$ cat src/rtl/ecl_byp_pkg.sv
// Shared definitions for the ECL register-bypass tag pipe.
// Optional feature macro: ECL_BYP_W2_EN (adds a W2 stage for late load return).
package ecl_byp_pkg;

    localparam int TAG_W = 7;
    localparam int REG_W = 5;

    localparam logic [REG_W-1:0] G0_REG = '0;

`ifdef ECL_BYP_W2_EN
    localparam int SEL_W      = 5;
    localparam int BYP_SEL_E  = 0;
    localparam int BYP_SEL_M  = 1;
    localparam int BYP_SEL_W  = 2;
    localparam int BYP_SEL_W2 = 3;
    localparam int BYP_SEL_RF = 4;
`else
    localparam int SEL_W      = 4;
    localparam int BYP_SEL_E  = 0;
    localparam int BYP_SEL_M  = 1;
    localparam int BYP_SEL_W  = 2;
    localparam int BYP_SEL_RF = 3;
`endif

    // One in-flight destination: valid bit plus full {tid, reg} tag.
    typedef struct packed {
        logic             vld;
        logic [TAG_W-1:0] rd;
    } pipe_ent_t;

    // A source hits an entry only on a full-tag match against a valid producer.
    function automatic logic tag_hit(input pipe_ent_t ent, input logic [TAG_W-1:0] rs);
        return ent.vld && (ent.rd == rs);
    endfunction

endpackage

$ cat src/rtl/ecl_byp_src_sel.sv
// Bypass select for one source operand: compares the source tag against every
// in-flight destination and picks the youngest producer, else the register file.
// Optional feature macro: ECL_BYP_W2_EN.
module ecl_byp_src_sel
    import ecl_byp_pkg::*;
(
    input  logic [TAG_W-1:0] rs,
    input  pipe_ent_t        ent_e,
    input  pipe_ent_t        ent_m,
    input  pipe_ent_t        ent_w,
`ifdef ECL_BYP_W2_EN
    input  pipe_ent_t        ent_w2,
`endif
    output logic [SEL_W-1:0] sel
);

    // Priority chain from youngest to oldest keeps the select strictly one-hot.
    always_comb begin
        sel = '0;
        if (tag_hit(ent_e, rs)) begin
            sel[BYP_SEL_E] = 1'b1;
        end else if (tag_hit(ent_m, rs)) begin
            sel[BYP_SEL_M] = 1'b1;
        end else if (tag_hit(ent_w, rs)) begin
            sel[BYP_SEL_W] = 1'b1;
`ifdef ECL_BYP_W2_EN
        end else if (tag_hit(ent_w2, rs)) begin
            sel[BYP_SEL_W2] = 1'b1;
`endif
        end else begin
            sel[BYP_SEL_RF] = 1'b1;
        end
    end

endmodule

$ cat src/rtl/sparc_exu_ecl_byp_tag_pipe.sv
// Producer side of the ECL bypass compare path: carries destination tags down
// E/M/W, generates one-hot bypass selects for three D-stage sources, and issues
// the register-file write request from the last stage.
// Optional feature macro: ECL_BYP_W2_EN (W2 stage, writes issued from W2).
module sparc_exu_ecl_byp_tag_pipe
    import ecl_byp_pkg::*;
(
    input  logic             rclk,
    input  logic             arst_l,
    input  logic [TAG_W-1:0] dec_rd_d,
    input  logic             dec_wen_d,
    input  logic [TAG_W-1:0] dec_rs1_d,
    input  logic [TAG_W-1:0] dec_rs2_d,
    input  logic [TAG_W-1:0] dec_rs3_d,
    input  logic             ecl_stall_d,
    input  logic             ecl_flush_e,
    output logic [SEL_W-1:0] byp_rs1_sel,
    output logic [SEL_W-1:0] byp_rs2_sel,
    output logic [SEL_W-1:0] byp_rs3_sel,
    output logic             ecl_rf_wen_w,
    output logic [TAG_W-1:0] ecl_rf_rd_w
);

    pipe_ent_t ent_e;
    pipe_ent_t ent_m;
    pipe_ent_t ent_w;
`ifdef ECL_BYP_W2_EN
    pipe_ent_t ent_w2;
`endif

    logic qual_d;

    // Writes to %g0 never become valid, so a %g0 source can never be bypassed.
    assign qual_d = dec_wen_d && (dec_rd_d[REG_W-1:0] != G0_REG);

    // Pipe advance: stall bubbles only E, flush kills only the E entry, M/W always move.
    always_ff @(posedge rclk or negedge arst_l) begin
        if (!arst_l) begin
            ent_e  <= '0;
            ent_m  <= '0;
            ent_w  <= '0;
`ifdef ECL_BYP_W2_EN
            ent_w2 <= '0;
`endif
        end else begin
            ent_e.vld <= qual_d && !ecl_stall_d;
            ent_e.rd  <= dec_rd_d;
            ent_m.vld <= ent_e.vld && !ecl_flush_e;
            ent_m.rd  <= ent_e.rd;
            ent_w     <= ent_m;
`ifdef ECL_BYP_W2_EN
            ent_w2    <= ent_w;
`endif
        end
    end

`ifdef ECL_BYP_W2_EN
    assign ecl_rf_wen_w = ent_w2.vld;
    assign ecl_rf_rd_w  = ent_w2.rd;
`else
    assign ecl_rf_wen_w = ent_w.vld;
    assign ecl_rf_rd_w  = ent_w.rd;
`endif

    ecl_byp_src_sel u_rs1_sel (
        .rs     (dec_rs1_d),
        .ent_e  (ent_e),
        .ent_m  (ent_m),
        .ent_w  (ent_w),
`ifdef ECL_BYP_W2_EN
        .ent_w2 (ent_w2),
`endif
        .sel    (byp_rs1_sel)
    );

    ecl_byp_src_sel u_rs2_sel (
        .rs     (dec_rs2_d),
        .ent_e  (ent_e),
        .ent_m  (ent_m),
        .ent_w  (ent_w),
`ifdef ECL_BYP_W2_EN
        .ent_w2 (ent_w2),
`endif
        .sel    (byp_rs2_sel)
    );

    ecl_byp_src_sel u_rs3_sel (
        .rs     (dec_rs3_d),
        .ent_e  (ent_e),
        .ent_m  (ent_m),
        .ent_w  (ent_w),
`ifdef ECL_BYP_W2_EN
        .ent_w2 (ent_w2),
`endif
        .sel    (byp_rs3_sel)
    );

endmodule

$ cat config.mk
export PLATFORM = sky130hd
export DESIGN_NAME = sparc_exu_ecl_byp_tag_pipe
export DESIGN_NICKNAME = d
export VERILOG_FILES = /design/src/rtl/ecl_byp_pkg.sv /design/src/rtl/ecl_byp_src_sel.sv /design/src/rtl/sparc_exu_ecl_byp_tag_pipe.sv
export SDC_FILE = /design/constraint.sdc
export NUM_CORES = 1
export LEC_CHECK = 0
export ABC_AREA = 1
export CORE_MARGIN = 4
export CORE_UTILIZATION = 30
export CTS_CLUSTER_SIZE = 30
export DETAILED_ROUTE_END_ITERATION = 6
export PLACE_DENSITY = 0.62
export RECOVER_POWER = 25
export SYNTH_ARGS = -nofsm -noshare
export SYNTH_HDL_FRONTEND = slang
export SYNTH_SLANG_ARGS = --single-unit
$ cat constraint.sdc
create_clock -name rclk -period 2.2 [get_ports rclk]
set_input_delay 0.33 -clock rclk [delete_from_list [all_inputs] [get_ports rclk]]
set_output_delay 0.33 -clock rclk [all_outputs]
set_load 0.1 [all_outputs]
==> results.md, run 1 <==
Clock network:
- The number of instances resized during post-cts repair is 0.
- Clock tree synthesis inserted a total of 3 buffers.
- The clock transition time at the flip-flop clock pins of the worst setup and hold paths is 0.09 ns.
- CTS placed an instance of sky130_fd_sc_hd__clkbuf_8 at the clock tree root.
- The buffers inserted during post-CTS setup optimization is 0.
- The number of H-tree levels is 1.
- The number of sinks on the clock net is 24.
- After clock tree synthesis, the flow added hold-fix buffers numbering 0.
- For the worst-skew pair, the clock arrives at the later sink with an insertion delay of 0.27 ns.
- Counting along the longest clock path gives a buffer depth of 2.
- TritonCTS built the clock tree.

Global route:
- The global routing met1 resource utilization is 24.7%.
- The initial antenna violation count is 0.
- For this run, global-route usage on met3 was measured as 3.22%.
- The number of global-route vias before repair came to 2050.
- Entering global routing, the biggest net connects 25 pins.
- Global routing used 17.6% of the available tracks across all layers.
- The global routing stage identified its most utilized layer as met2.
- The global-route wire length before repair is 9.98 mm.
- Global routing finished with a remaining overflow of 0.
- In the global route stage, met2 resource usage came out at 27.6%.

Die:
- The die covers 7560 sq um.
- The I/O pin count is 53.
- The die extent in x is 86.9 microns.
- The vertical die dimension is 86.9 microns.
- The number of core rows is 28.
- Once the floorplan was initialized, standard cells occupied 31.2% of the core.
- The placeable core region is 5990 sq um.

Finish:
- In the final layout, the share of cells above drive strength 1 is 15.3%.
- The finished layout cell area is 2790 sq um.
- The filler-free cell count of the finished design is 475.
- From synthesis to final layout, the design area changed by 49.2%.
- The diode insertion count for antenna repair is 0.
- At the end of the flow, the number of nets in the layout was 434.

Timing:
- The part of the cycle the worst path needs is 97.1%.
- In this run the tightest slew margin relative to its limit is 78.2%.
- The clock tree skew after final layout is 0.00338 ns.
- The worst-margin pin slew is 0.327 ns.
- The worst hold slack is 0.381 ns.
- The time the worst path needs with I/O delays and setup is 2.14 ns.
- The maximum clock frequency is 468 MHz.
- For the final routed database, the setup TNS stands at 0 ns.
- The hold violation total from the final report is 0.
- The count of pins over their slew limit was 0.
- Setup violations remaining at the end of the flow were counted as 0.

Yosys:
- The synthesized design devotes to its leading area cell type 34.7% of total area.
- The area share of xor/xnor cells in the synthesized design is 2.34%.
- In this run the cell area of the synthesized design comes to 1870 sq um.
- In the synthesized netlist, the number of instances is 340.
- By area, the combinational part of the netlist is dominated by simple AND/OR/NAND/NOR gates.
- When the netlist entered floorplanning its net count stood at 373.
- After Yosys synthesis, and, or, nand and nor cells account for 47.9% of the synthesized area.
- Sequential elements use 32.1% of the synthesized area.
- The cell taking the most area after synthesis is sky130_fd_sc_hd__nand2_1.
- Multiplexer cells account for 0% of the synthesized area.
- The synthesized netlist devotes 4.62% of its cell area to compound gates.
- The commonest cells after synthesis are sky130_fd_sc_hd__nand2_1, sky130_fd_sc_hd__inv_1, sky130_fd_sc_hd__nor2_1.
- The mean area per synthesized cell is 5.50 sq um.
- The synthesized flop and latch total is 24.
- Yosys mapped a number of flops with a built-in enable equal to 0.
- The count of warnings emitted by yosys is 0.
- The most repeated cell in the gate-level netlist after synthesis is sky130_fd_sc_hd__nand2_1.
- The commonest register cell after synthesis is sky130_fd_sc_hd__dfrtp_1.
- The fraction of registers with async set/reset is 100%.
- The number of distinct library cell variants in the gate-level netlist after synthesis is 17.
- The adder-cell share of the synthesized area is 0%.
- Sorting the synthesized cells by area gives the leading types as sky130_fd_sc_hd__nand2_1, sky130_fd_sc_hd__dfrtp_1, sky130_fd_sc_hd__inv_1.

Placement:
- The placed instance area is 2690 sq um.
- The count of buffers from port buffering is 52.
- The number of placed instances, taps included, is 471.
- The post-DP HPWL is 5.32 mm.
- At the end of routability-driven placement, the weighted congestion stood at 0.978.

Routing:
- The post-detailed-route via-to-cell ratio is 4.58.
- The number of remaining DRC errors is 0.
- The detailed router finished its first iteration with 178 violations.
- The routed layout has 2176 vias.
- In the final routed layout, each cell accounts on average for 13.4 microns.
- After detailed routing, the total wire length is 6.39 mm.
- The final antenna-violating net count is 0.
- The number of iterations in the first detailed-routing pass is 4.

Run:
- Max-cap violations in this run came to 0.

Critical path:
- Setup slack on the worst reg-to-reg path comes out at 1.47 ns.
- The setup path with the least slack is of type input pin to output pin.
- The worst-path maximum fanout is 5.
- The startpoint class of the critical path is an input pin.
- The endpoint kind of the worst setup timing path is an output pin.
- For the worst setup path, the data required time is 1.87 ns.
- At the worst endpoint, the arrival time is 1.81 ns.

Pwr:
- IR analysis of the VDD net gives a maximum drop of 0.000218 V.
- The total power per unit cell area is 419 nW/um^2.
- In this run the static leakage power is 0.00159 uW.
- The completed layout was analyzed and its total power is 1170 uW.

Min path:
- The tightest min-delay check is of the flop to flop type.

Status:
- The run finished with clean final reports.
==> worst paths after layout <==
path	depth (start not counted)	from	to
hold / removal	0	ent_m[7]	ecl_rf_wen_w
min in group asynchronous	2	arst_l	ent_m[4]
setup / recovery	10	dec_rs2_d[6]	byp_rs2_sel[1]
setup reg to reg	2	ent_e[7]	ent_m[7]
hold reg to reg	0	ent_m[7]	ecl_rf_wen_w
max in group asynchronous	2	arst_l	ecl_rf_wen_w
==> cell usage in the layout, fill, tap and decap left out, drive strengths merged <==
cell type / instances
nand4: 3
nand3b: 1
a21oi: 9
dfrtp: 24
nor2: 41
clkbuf: 4
o21ai: 7
buf: 24
inv: 64
dlygate4sd3: 7
dlymetal6s2s: 8
xnor2: 4
clkdlybuf4s50: 17
nor3: 2
o22ai: 1
nand2: 173
nand3: 9
clkinv: 1
xor2: 1
==> worst max-delay path, stage by stage <==
cell and delay [ns]:
sky130_fd_sc_hd__clkdlybuf4s50_1 0.62, sky130_fd_sc_hd__inv_2 0.06, sky130_fd_sc_hd__nand2_1 0.06, sky130_fd_sc_hd__nand2_1 0.05, sky130_fd_sc_hd__clkinv_1 0.04, sky130_fd_sc_hd__nand2_1 0.04
sky130_fd_sc_hd__nor2_1 0.13, sky130_fd_sc_hd__nand2_1 0.11, sky130_fd_sc_hd__a21oi_2 0.17, sky130_fd_sc_hd__buf_12 0.19
==> state kept, by name, summed over array words and instances (netlist names) <==
name	count
ecl_rf_rd_w	7
ent_m	8
ecl_rf_wen_w	1
ent_e	8
==> power breakdown <==
part / internal, uW / leakage [uW] / switching [uW] / total (uW)
clock network: 160 / 0.0000288 / 152 / 312
registers: 464 / 0.000276 / 32.3 / 496
logic: 128 / 0.00128 / 232 / 360
==> metal layers <==
layer	vias up	share of wire [%]
met2	78	45
li1	1116	-
met5	-	0
met3	11	6.5
met4	0	1.7
met1	971	47
==> metrics by stage <==
stage	setup slack, ns	utilization (%)
final	0.0634	46.6
after global routing	-0.00391	46.6
after CTS	0.0315	45.8
after detailed placement	0.0386	44.9
after global placement	0.0209	44.9
after floorplan	0.0963	-
==> final cells by class <==
type	count	area, sq um
Clock buffer	4	55.1
Fill cell	606	3200
Tap cell	75	93.8
Multi-Input combinational cell	251	1110
Inverter	65	244
Sequential cell	24	611
Timing Repair Buffer	56	671
==> kinds of logic after synthesis <==
| kind of cell | count (synthesis) |
|---|---|
| xor gates and xnor gates | 5 |
| DFF | 24 |
| and+or+nand+nor | 229 |
| buffers and inverters | 65 |
| AOI/OAI and AO/OA | 17 |
(Power assumes the default switching activity.)
==> run 2, diff against run 1 <==
CAP_MARGIN = 20   (was not set)
==> results of run 2 <==
The final DEF is identical to that of run 1; final timing and power are the same.
==> run 3, diff against run 2 <==
CORE_UTILIZATION = 45   (was 30)
PLACE_DENSITY = 0.83   (was 0.62)
SLEW_MARGIN = 20   (was not set)
==> results.md, run 3 (synthesized netlist as in run 1, its figures left out) <==
Status:
- The run finished with clean final reports.

Global route:
- The remaining global-route overflow is 0 (unchanged).
- The global-route wire length before repair is 9.98 mm (about the same).
- The total routing resource utilization after global routing was 25.3% (+7.7 points).
- The number of global-route vias before repair is 2099 (+2.4%).
- The pin count of the biggest net entering global routing was 25 (unchanged).
- The initial antenna violation count is 0 (unchanged).

Run:
- The max-cap check violation count is 0 (unchanged).

Clock network:
- The number of sinks on the clock net is 24 (unchanged).
- The maximum clock insertion buffer count is 2 (unchanged).
- The clock transition time at the flip-flop clock pins of the worst setup and hold paths is 0.10 ns (about the same).
- The number of H-tree levels came to 1 (unchanged).
- The CTS tree is yes.
- In this run the clock root is driven by a sky130_fd_sc_hd__clkbuf_8.
- The number of buffers added by the clock tree synthesis step is 3 (unchanged).
- The clock latency on the worst-skew pair is 0.27 ns (about the same).

Critical path:
- The number of buffer and inverter instances along the worst setup path was 4 (unchanged).
- The number of cell instances on the worst register-to-register path is 2 (unchanged).
- The worst reg-to-reg setup slack is 1.43 ns (-0.04 ns).
- The startpoint class of the critical path is an input pin.
- For this design, the slowest cell found on the critical path is sky130_fd_sc_hd__clkdlybuf4s50_1.
- The number of stages on the worst setup path is 10 (unchanged).
- The arrival time at the worst endpoint is 1.78 ns (-0.03 ns).
- The worst setup path is of the input pin to output pin kind.
- The kind of cell adding the most delay to the critical path is buffers and inverters.
- The worst-path maximum fanout is 3 (-2).
- The required time reported for the critical path endpoint is 1.87 ns (about the same).
- The signal on the critical path passes through clkdlybuf4s50_1 -> inv_1 -> buf_4 -> nand2_1 -> nand3_1 -> nor2_1 -> nand2_1 -> nand2_1 -> nor2_4 -> buf_12.
- The worst stage delay on the critical path is 0.50 ns (-0.12 ns).
- The worst setup path is captured at an output pin.
- Counting stages on the worst path, the most repeated cell is sky130_fd_sc_hd__nand2_1.

Pwr:
- The total power per unit cell area is 453 nW/um^2 (+8.2%).
- The net switching power figure is 422 uW (+1.6%).
- The peak supply drop is 0.000379 V (+74%).
- The post-route total power was 1260 uW (+7.8%).
- The sequential share of power came to 39.5% (-3.0 points).
- The clock network fraction of design power came to 31.9% (+5.2 points).
- The switching share of total power is 33.5% (-2.0 points).
- The internal portion of total power is 837 uW (+11%).
- The static leakage power is 0.00161 uW (+1.1%).
- The fraction of power consumed by combinational cells is 28.6% (-2.2 points).

Routing:
- The DRC violation total after the first TritonRoute iteration is 223 (+25%).
- The via count came to 2252 (+3.5%).
- The final routed wire length divided by cell count came to 13.9 microns (+3.6%).
- The number of remaining DRC errors is 0 (unchanged).
- The number of iterations in the first detailed-routing pass came to 5 (+1).
- The aggregate routed wire length was 6.28 mm (-1.6%).
- The post-detailed-route via-to-cell ratio came to 4.99 (+9.0%).
- The final antenna-violating net count came to 0 (unchanged).

Finish:
- The filler-free cell count of the finished design is 451 (-5.1%).
- The finished layout cell area is 2780 sq um (-0.40%).
- The combined flip-flop and latch cell area came to 611 sq um (unchanged).
- The diode insertion count for antenna repair came to 0 (unchanged).
- The relative area change from synthesis to final layout is 48.6%.
- The footprint of the multi-input gates came to 1110 sq um (-0.56%).
- The top cell types in the final layout, fill and taps aside, are sky130_fd_sc_hd__nand2_1, sky130_fd_sc_hd__inv_1, sky130_fd_sc_hd__nor2_1, sky130_fd_sc_hd__clkdlybuf4s50_1, sky130_fd_sc_hd__dfrtp_1.
- Leaving out fill and tap cells, the most frequent cell in the layout is sky130_fd_sc_hd__nand2_1.
- The fraction of layout cells with a size suffix above 1 was 15.5% (+0.21 points).
- The final net count was 435 (+0.23%).
- The count of fill cells added during filler insertion is 362 (-40%).

Placement:
- The weighted congestion reported at the end of routability-driven placement came to 0.938 (-4.1%).
- The post-placement cell count is 447 (-5.1%).
- The count of buffers from port buffering is 52 (unchanged).
- The post-DP HPWL is 5.27 mm (-1.1%).
- The pre-CTS setup slack came to -0.00147 ns (-0.0401 ns).
- The placed instance area came to 2670 sq um (-0.88%).

Timing:
- The remaining max-slew budget at the tightest pin is 77.7% (-0.58 points).
- The maximum clock frequency is 473 MHz (+1.1%).
- The time the worst path needs with I/O delays and setup is 2.11 ns (-0.0228 ns).
- The number of setup violations in the final report is 0 (unchanged).
- The worst hold slack is 0.385 ns (+0.00373 ns).
- The worst-margin pin slew was 0.335 ns (+0.00867 ns).
- The count of pins over their slew limit was 0 (unchanged).
- Setup repair after global routing left no endpoint under its margin.
- The clock tree skew after final layout is 0.00431 ns (+0.000921 ns).
- The hold violation total from the final report is 0 (unchanged).
- The part of the cycle the worst path needs was 96.1% (-1.0 points).
- The worst path setup slack after routing is 0.0863 ns (+0.0228 ns).

Die:
- The die extent in x is 72.5 microns (-17%).
- The placeable core region is 4000 sq um (-33%).
- The effective utilization at floorplan came to 46.7% (+16 points).
- The full die area is 5250 sq um (-31%).
- The number of core rows was 23 (-18%).
- The vertical die dimension is 72.5 microns (-17%).
- The I/O pin count came to 53 (unchanged).

Min path:
- The worst min-delay path category is flop to flop.
- The worst hold path cell count is 0 (unchanged).
## run 3: cell types whose count changed in the layout (fill, tap and decap cells not counted), sizes merged
cell,before,now
bufinv,0,1
dlymetal6s2s,8,9
dlygate4sd3,7,5
clkdlybuf4s50,17,18
buf,24,25
clkbuf,4,3
## run 3: power groups by stage
stage	clock network (uW)	registers, uW	logic, uW
CTS	405	497	361
global route	429	501	396
global placement	0	505	354
detailed placement	0	506	358
floorplan	0	549	152
finish	402	497	360
## run 3: per-layer routing
layer  share of wire (%)  GRT usage, %  vias to the layer above
met3                 7.2          3.05                       16
met5                   0             0                        -
met4                 2.3          6.56                        0
met2                  48          43.2                       99
li1                    -             -                     1129
met1                  43          33.9                     1008
## run 3: final timing paths
path,from,end
worst max-delay path,dec_rs1_d[3],byp_rs1_sel[3]
worst min-delay path,ent_m[7],ecl_rf_wen_w
worst max register to register,ent_e[7],ent_m[7]
worst min register to register,ent_m[7],ecl_rf_wen_w
max in group asynchronous,arst_l,ecl_rf_rd_w[1]
min in group asynchronous,arst_l,ecl_rf_rd_w[5]
## run 3: cell type report
type                    instances  share of cell area (%)
flip-flops and latches         24                    22.0
multi-input cells             251                    39.9
well taps                      50                    2.25
repair buffers                 57                    24.5
clock buffers                   3                    1.49
clock inverters                 1                    1.08
inverters                      65                    8.78
## run 3: stage by stage
step | setup TNS [ns] | util [%]
6_report | 0 | 69.4
5_1_grt | 0 | 69.4
4_1_cts | 0 | 68.6
3_5_place_dp | -0.00147 | 66.7
3_3_place_gp | 0 | 66.7
2_1_floorplan | 0 | -
## run 3: what timing repair did
item / in CTS / in global routing
hold buffers: 0 / 0
pin swaps: 0 / 3
resized for setup: 2 / 14
setup endpoints to repair: 2 / 9
setup buffers: 0 / 0
